--- config.mk ---
export PLATFORM = sky130hd
export DESIGN_NAME = sync_down_counter
export DESIGN_NICKNAME = d
export VERILOG_FILES = /design/src/rtl/sync_down_counter_pkg.sv /design/src/rtl/dcnt_bit.sv /design/src/rtl/sync_down_counter.sv
export SDC_FILE = /design/constraint.sdc
export NUM_CORES = 1
export LEC_CHECK = 0
export CAP_MARGIN = 20
export CORE_AREA = 2 2 39 41
export CTS_CLUSTER_DIAMETER = 50
export CTS_CLUSTER_SIZE = 12
export DETAILED_ROUTE_END_ITERATION = 6
export DIE_AREA = 0 0 41 43
export PLACE_DENSITY = 0.65
export SLEW_MARGIN = 10
export SYNTH_ARGS = -nofsm -noshare
export SYNTH_HDL_FRONTEND = slang
export SYNTH_SLANG_ARGS = --single-unit
export TNS_END_PERCENT = 50
--- constraint.sdc ---
create_clock -name clk -period 2.02 [get_ports clk]
set_input_delay 0.404 -clock clk [delete_from_list [all_inputs] [get_ports clk]]
set_output_delay 0.404 -clock clk [all_outputs]
set_load 0.03 [all_outputs]
--- src/rtl/sync_down_counter_pkg.sv ---
// Shared state encoding for sync_down_counter and its bench.
package sync_down_counter_pkg;

  localparam int ST_W = 2;

  typedef enum logic [ST_W-1:0] {
    IDLE = 2'b00,
    RUN  = 2'b01,
    DONE = 2'b10
  } state_t;

endpackage

--- src/rtl/dcnt_bit.sv ---
// One counter bit: parallel load, otherwise toggle when a borrow ripples in.
module dcnt_bit (
  input  logic clk,
  input  logic reset,
  input  logic ld,
  input  logic d,
  input  logic bin,
  output logic q,
  output logic bout
);

  always_ff @(posedge clk or negedge reset) begin
    if (!reset)   q <= 1'b0;
    else if (ld)  q <= d;
    else if (bin) q <= ~q;
  end

  // A bit that is 0 must borrow from the next bit up when decremented.
  assign bout = bin & ~q;

endmodule

--- src/rtl/sync_down_counter.sv ---
// Loadable down-counter with IDLE/RUN/DONE control and registered tc pulse.
// Optional AUTO_RELOAD_EN: periodic reload from the value captured on load.
module sync_down_counter
  import sync_down_counter_pkg::*;
#(
  parameter int WIDTH = 4
) (
  input  logic             clk,
  input  logic             reset,
  input  logic             load,
  input  logic [WIDTH-1:0] load_val,
  input  logic             start,
  input  logic             pause,
  output logic [WIDTH-1:0] q,
  output logic             busy,
  output logic             tc,
  output logic             done
);

  state_t           state, state_nxt;
  logic             ld_en;
  logic [WIDTH-1:0] ld_val;
  logic             dec_en;
  logic             tc_nxt;
  logic [WIDTH:0]   borrow;
  logic             borrow_unused;

`ifdef AUTO_RELOAD_EN
  logic [WIDTH-1:0] reload_q;

  always_ff @(posedge clk or negedge reset) begin
    if (!reset)    reload_q <= '0;
    else if (load) reload_q <= load_val;
  end
`endif

  always_comb begin
    state_nxt = state;
    ld_en     = 1'b0;
    ld_val    = load_val;
    dec_en    = 1'b0;
    tc_nxt    = 1'b0;
    if (load) begin
      ld_en     = 1'b1;
      state_nxt = IDLE;
    end else begin
      case (state)
        IDLE: begin
          if (start) begin
            if (q == '0) begin
              state_nxt = DONE;
              tc_nxt    = 1'b1;
            end else begin
              state_nxt = RUN;
            end
          end
        end
        RUN: begin
          if (!pause) begin
            if (q > WIDTH'(1)) begin
              dec_en = 1'b1;
            end else begin
              // q of 1 (or 0, defensively) ends the period; never decrement past 0.
              tc_nxt = 1'b1;
              ld_en  = 1'b1;
`ifdef AUTO_RELOAD_EN
              if (reload_q == '0) begin
                ld_val    = '0;
                state_nxt = DONE;
              end else begin
                ld_val = reload_q;
              end
`else
              ld_val    = '0;
              state_nxt = DONE;
`endif
            end
          end
        end
        DONE:    state_nxt = DONE;
        default: state_nxt = IDLE;
      endcase
    end
  end

  always_ff @(posedge clk or negedge reset) begin
    if (!reset) begin
      state <= IDLE;
      busy  <= 1'b0;
      done  <= 1'b0;
      tc    <= 1'b0;
    end else begin
      state <= state_nxt;
      busy  <= (state_nxt == RUN);
      done  <= (state_nxt == DONE);
      tc    <= tc_nxt;
    end
  end

  assign borrow[0] = dec_en;

  for (genvar i = 0; i < WIDTH; i++) begin : g_bit
    dcnt_bit u_bit (
      .clk  (clk),
      .reset(reset),
      .ld   (ld_en),
      .d    (ld_val[i]),
      .bin  (borrow[i]),
      .q    (q[i]),
      .bout (borrow[i+1])
    );
  end

  // Decrement is only enabled above 1, so the top borrow never fires.
  assign borrow_unused = borrow[WIDTH];

endmodule

# --- Yosys cells after proc, flatten, opt, wreduce, memory -nomap -nowiden ---
# Cells that the tools add are included.
totals:
  ff_bits: 9
  output_inout_bits: 7
classes:
  eq_ne: 4
  n_reduce_logical: 6
  bitwise_logic: 7
  magnitude_cmp: 1
  mux: 30
op_table:
  columns: ["operator", "n"]
  rows:
  - ["$mux 1", 19]
  - ["$mux 4", 4]
  - ["$mux 2", 5]
  - ["$reduce_bool 2->1", 4]
  - ["$pmux 2 s3", 1]
  - ["$eq 2x1->1 const B", 2]
  - ["$eq 2x2->1 const B", 2]
  - ["$gt 4x1->1 const B", 1]
  - ["$logic_not 4->1", 1]
  - ["$not 1->1", 4]
  - ["$and 1x1->1", 3]
  - ["$logic_not 2->1", 1]
  - ["$pmux 1 s2", 1]

# --- Logic depth before layout (Yosys ltp) ---
# Gate-level depths: netlist of run 1.
logic_depth:
  depth_word: 10
  depth_mapped: 4
  depth_no_buf: 3

# --- By module ---
# Synthesis of run 1 repeated with hierarchy kept, for this count alone.
unflattened:
  hier_cells: 47
  area_unflattened_um2: 471.7
modules_own_cells:
  columns: ["module", "seq_area_each_um2", "area_each_um2", "n_inst", "cells_each"]
  rows:
  - ["sync_down_counter", 125.1, 266.5, 1, 27]
  - ["dcnt_bit", 25.0, 51.3, 4, 5]

# --- Least setup slack after synthesis of run 1 ---
# Ideal clock, no wire load.
synth_timing:
  path_kind: "in2reg"
  start: "in pause"
  end: "reg g_bit[2].u_bit.q"
  arrival_time_ns: 1.382
  required_ns: 1.896
  slack_ns: 0.514
  stages: 4
  setup_time_ns: 0.124
  cell_sequence: "or3b_1 > buf_2 > o31a_1 > o31a_1"
synth_via:
  elab_chain_len: 6
  elab_cells_between_ends: 13
synth_rtl:
  columns: ["item", "line_no", "source"]
  rows:
  - ["from (decl)", "sync_down_counter.sv:13", "input logic pause,"]
  - ["$mux 1", "sync_down_counter.sv:59", "if (!pause) begin"]
  - ["$mux 1", "sync_down_counter.sv:47", "case (state)"]
  - ["$mux 1", "sync_down_counter.sv:43", "if (load) begin"]
  - ["$and 1x1->1 (2 in a row)", "dcnt_bit.sv:19", "assign bout = bin & ~q;"]
  - ["$reduce_bool 2->1 (no source line)", null, null]
  - ["to (signal assigned)", "dcnt_bit.sv:15", "else if (bin) q <= ~q;"]
  - ["to (decl)", "dcnt_bit.sv:8", "output logic q,"]
# Parallel ways exist; a longest one is shown, timed or not.
# A chain may end at the register's enable or synchronous reset.

# --- Worst setup path in the final report of run 1 ---
layout_timing:
  start: "reg g_bit[0].u_bit.q"
  end: "out q[0]"
layout_lines:
  columns: ["item", "line_no", "source"]
  rows:
  - ["from (decl)", "dcnt_bit.sv:8", null]
  - ["from (signal assigned)", "dcnt_bit.sv:15", null]
  - ["to (decl)", "sync_down_counter.sv:14", "output logic [WIDTH-1:0] q,"]
# No word-level cell between the ends.

==> impl_metrics.tcl, run 1 <==
set metrics [dict create \
    ios 16 \
    seq_area_um2 225 \
    status "complete, no violations" \
    portBuffers 15 \
    synth_xor_area_frac 0 \
    clkTransAtPathRegs_ns 0.06 \
    cp_slowest_cell "clkdlybuf4s50_1" \
    grt_pass1_wl_mm 1.81 \
    tightestPinTransition_ns 0.403 \
    slew_violations 0 \
    synthFlopType "dfrtp_1" \
    initial_utilization 0.347 \
    coreArea_um2 1380 \
    path_cells "clkdlybuf4s50_1" \
    rows 14 \
    critPathCaptureType "primary output" \
    wl_per_cell_um 13.4 \
    crit_fanout 8 \
    finalPower_uw 468 \
    multiInputGateArea_um2 213 \
    grt_use_total 0.160 \
    syn2layout_area_growth_pct 35.9 \
    antenna_cells 0 \
    fillCellCount 150 \
    route.vias.total 421 \
    cts_setup_buffers 0 \
    cp_data_required_time_ns 1.62 \
    async_flop_share 1.00 \
    finalWirelength_mm 1.03 \
    timing.slew.headroom 0.730 \
    whs_ns 0.437 \
    drive_gt1_frac 0.0984 \
    fmax_mhz 534 \
    crit_type "reg -> out" \
    antenna_found_initial 0 \
    synth_area_leaders "dfrtp_1, buf_4, nor4_1" \
    place_congestion 0.760 \
    synth_compound_area_frac 0.182 \
    critPathBufInv 1 \
    synth_edf_count 0 \
    finalCritPeriodShare 0.926 \
    drt_pre_antenna_iters 3 \
    synth_mux_area_frac 0 \
    ys_seq_elements 9 \
    place_hpwl_um 731 \
    clock_skew_ns 0.00586 \
    synth_top_family_by_area "simple AND/OR/NAND/NOR gates" \
    leakagePower_uw 0.000246 \
    cts_resized 0 \
    avgSynthCellArea_um2 10.4 \
    die_h_um 43 \
    cpPeakStageDelay_ns 0.72 \
    ant_nets 0 \
    finalHoldViolCount 0 \
    synth_common_cells "dfrtp_1, buf_4, a21oi_1, nor4_1" \
    vdd_drop_max_v 0.000243 \
    drt-initial-drc-count 9 \
    yosysTopAreaCellShare 0.469 \
    synth.most_common_cell "dfrtp_1" \
    synth_top_cell_by_area "dfrtp_1" \
    layout.nets 71 \
    cts.sinks 9 \
    h-tree-depth 1 \
    powerDensity_nw_per_um2 716 \
    die_w_um 41 \
    critPathArrivalTime_ns 1.47 \
    syn_nets 55 \
    grt_setup_unrepaired "false" \
    yosys.area_share.simple 0.260 \
    syn_inst 46 \
    clk_latency_ns 0.26 \
    overflow 0 \
    synth_area_um2 480 \
    setup_viol 0 \
    grt_max_degree 11 \
    hp-class "in -> async" \
    grt_pass1_vias 401 \
    cp_top_family "buffers and inverters" \
    ctsHoldBuffers 0 \
    yosys.area_share.adder 0 \
    tritoncts "built" \
    dieArea_um2 1760 \
    maxCapViolations 0 \
    root_buffer "clkbuf_4" \
    drc 0 \
    critPathLaunchType "register" \
    reg2reg_slack_ns 0.50 \
    setup_tns_ns 0 \
    ys_seq_area_frac 0.469 \
    cts_buffers 3 \
    clock_path_buffers 2 \
    via_per_inst 5.47 \
    ys_types 27 \
    yosysWarnings 0 \
    finalCriticalPeriod_ns 1.87 \
]
## layer usage
layer	track usage	part of all wire
met1	0.230	0.48
met2	0.191	0.44
met3	0.0314	0.045
met4	0.140	0.034
met5	0	0
## power breakdown
| group | internal [uW] | switching, uW | leakage (uW) |
|---|---|---|---|
| logic | 57.6 | 55.1 | 0.000117 |
| registers | 195 | 23.2 | 0.000114 |
| clock network | 76.0 | 61.1 | 0.0000150 |
| total | 328 | 139 | 0.000246 |
## per-stage QoR
| stage | instance area [um2] | utilization | std cells | setup slack, ns |
|---|---|---|---|---|
| after global routing | 653 | 0.472 | 77 | 0.0593 |
| after CTS | 653 | 0.472 | 77 | 0.145 |
| after floorplan | 480 | - | 46 | 0.514 |
| after global placement | 627 | 0.453 | 73 | 0.115 |
| final | 653 | 0.472 | 77 | 0.149 |
| after detailed placement | 627 | 0.453 | 73 | 0.0822 |
## sequential cells by signal, summed over array words and instances, names as in the netlist
name / cells
g_bit.u_bit.q: 4
tc: 1
done: 1
state: 2
busy: 1
## layout by cell type, fill, tap and decap left out, drive strengths merged, types with 2 or more instances in the layout
cell,n
a21oi,3
buf,2
clkbuf,4
clkdlybuf4s50,15
dfrtp,9
nand2b,2
nor3,2
nor4,3
o31a,2
o32ai,2
## worst paths after layout
kind / from / end / cells after the start
hold reg to reg: state[1]$_DFF_PN0_ / tc$_DFF_PN0_ / 1
setup reg to reg: state[1]$_DFF_PN0_ / g_bit[0].u_bit.q$_DFFE_PN0P_ / 4
max in group asynchronous: reset / tc$_DFF_PN0_ / 1
hold / removal: reset / g_bit[0].u_bit.q$_DFFE_PN0P_ / 1
setup / recovery: g_bit[0].u_bit.q$_DFFE_PN0P_ / q[0] / 1
min in group clk: state[1]$_DFF_PN0_ / tc$_DFF_PN0_ / 1
## cell families (layout without fill, tap and decap cells)
kind of cell / after synthesis / in the layout
buffers and inverters: 7 / 22
DFF: 9 / 9
AOI/OAI and AO/OA: 12 / 12
and+or+nand+nor: 18 / 18
## area by class of cell
class,instances,share of cell area
Multi-Input combinational cell,30,0.326
Inverter,1,0.00575
Timing Repair Buffer,17,0.253
Clock buffer,4,0.0402
Tap cell,16,0.0307
Sequential cell,9,0.345
(Power assumes the default switching activity.)
==> run 2, diff against run 1 <==
SLEW_MARGIN = 25   (was 10)
==> results of run 2 <==
The final DEF is identical to that of run 1; final timing and power are the same.
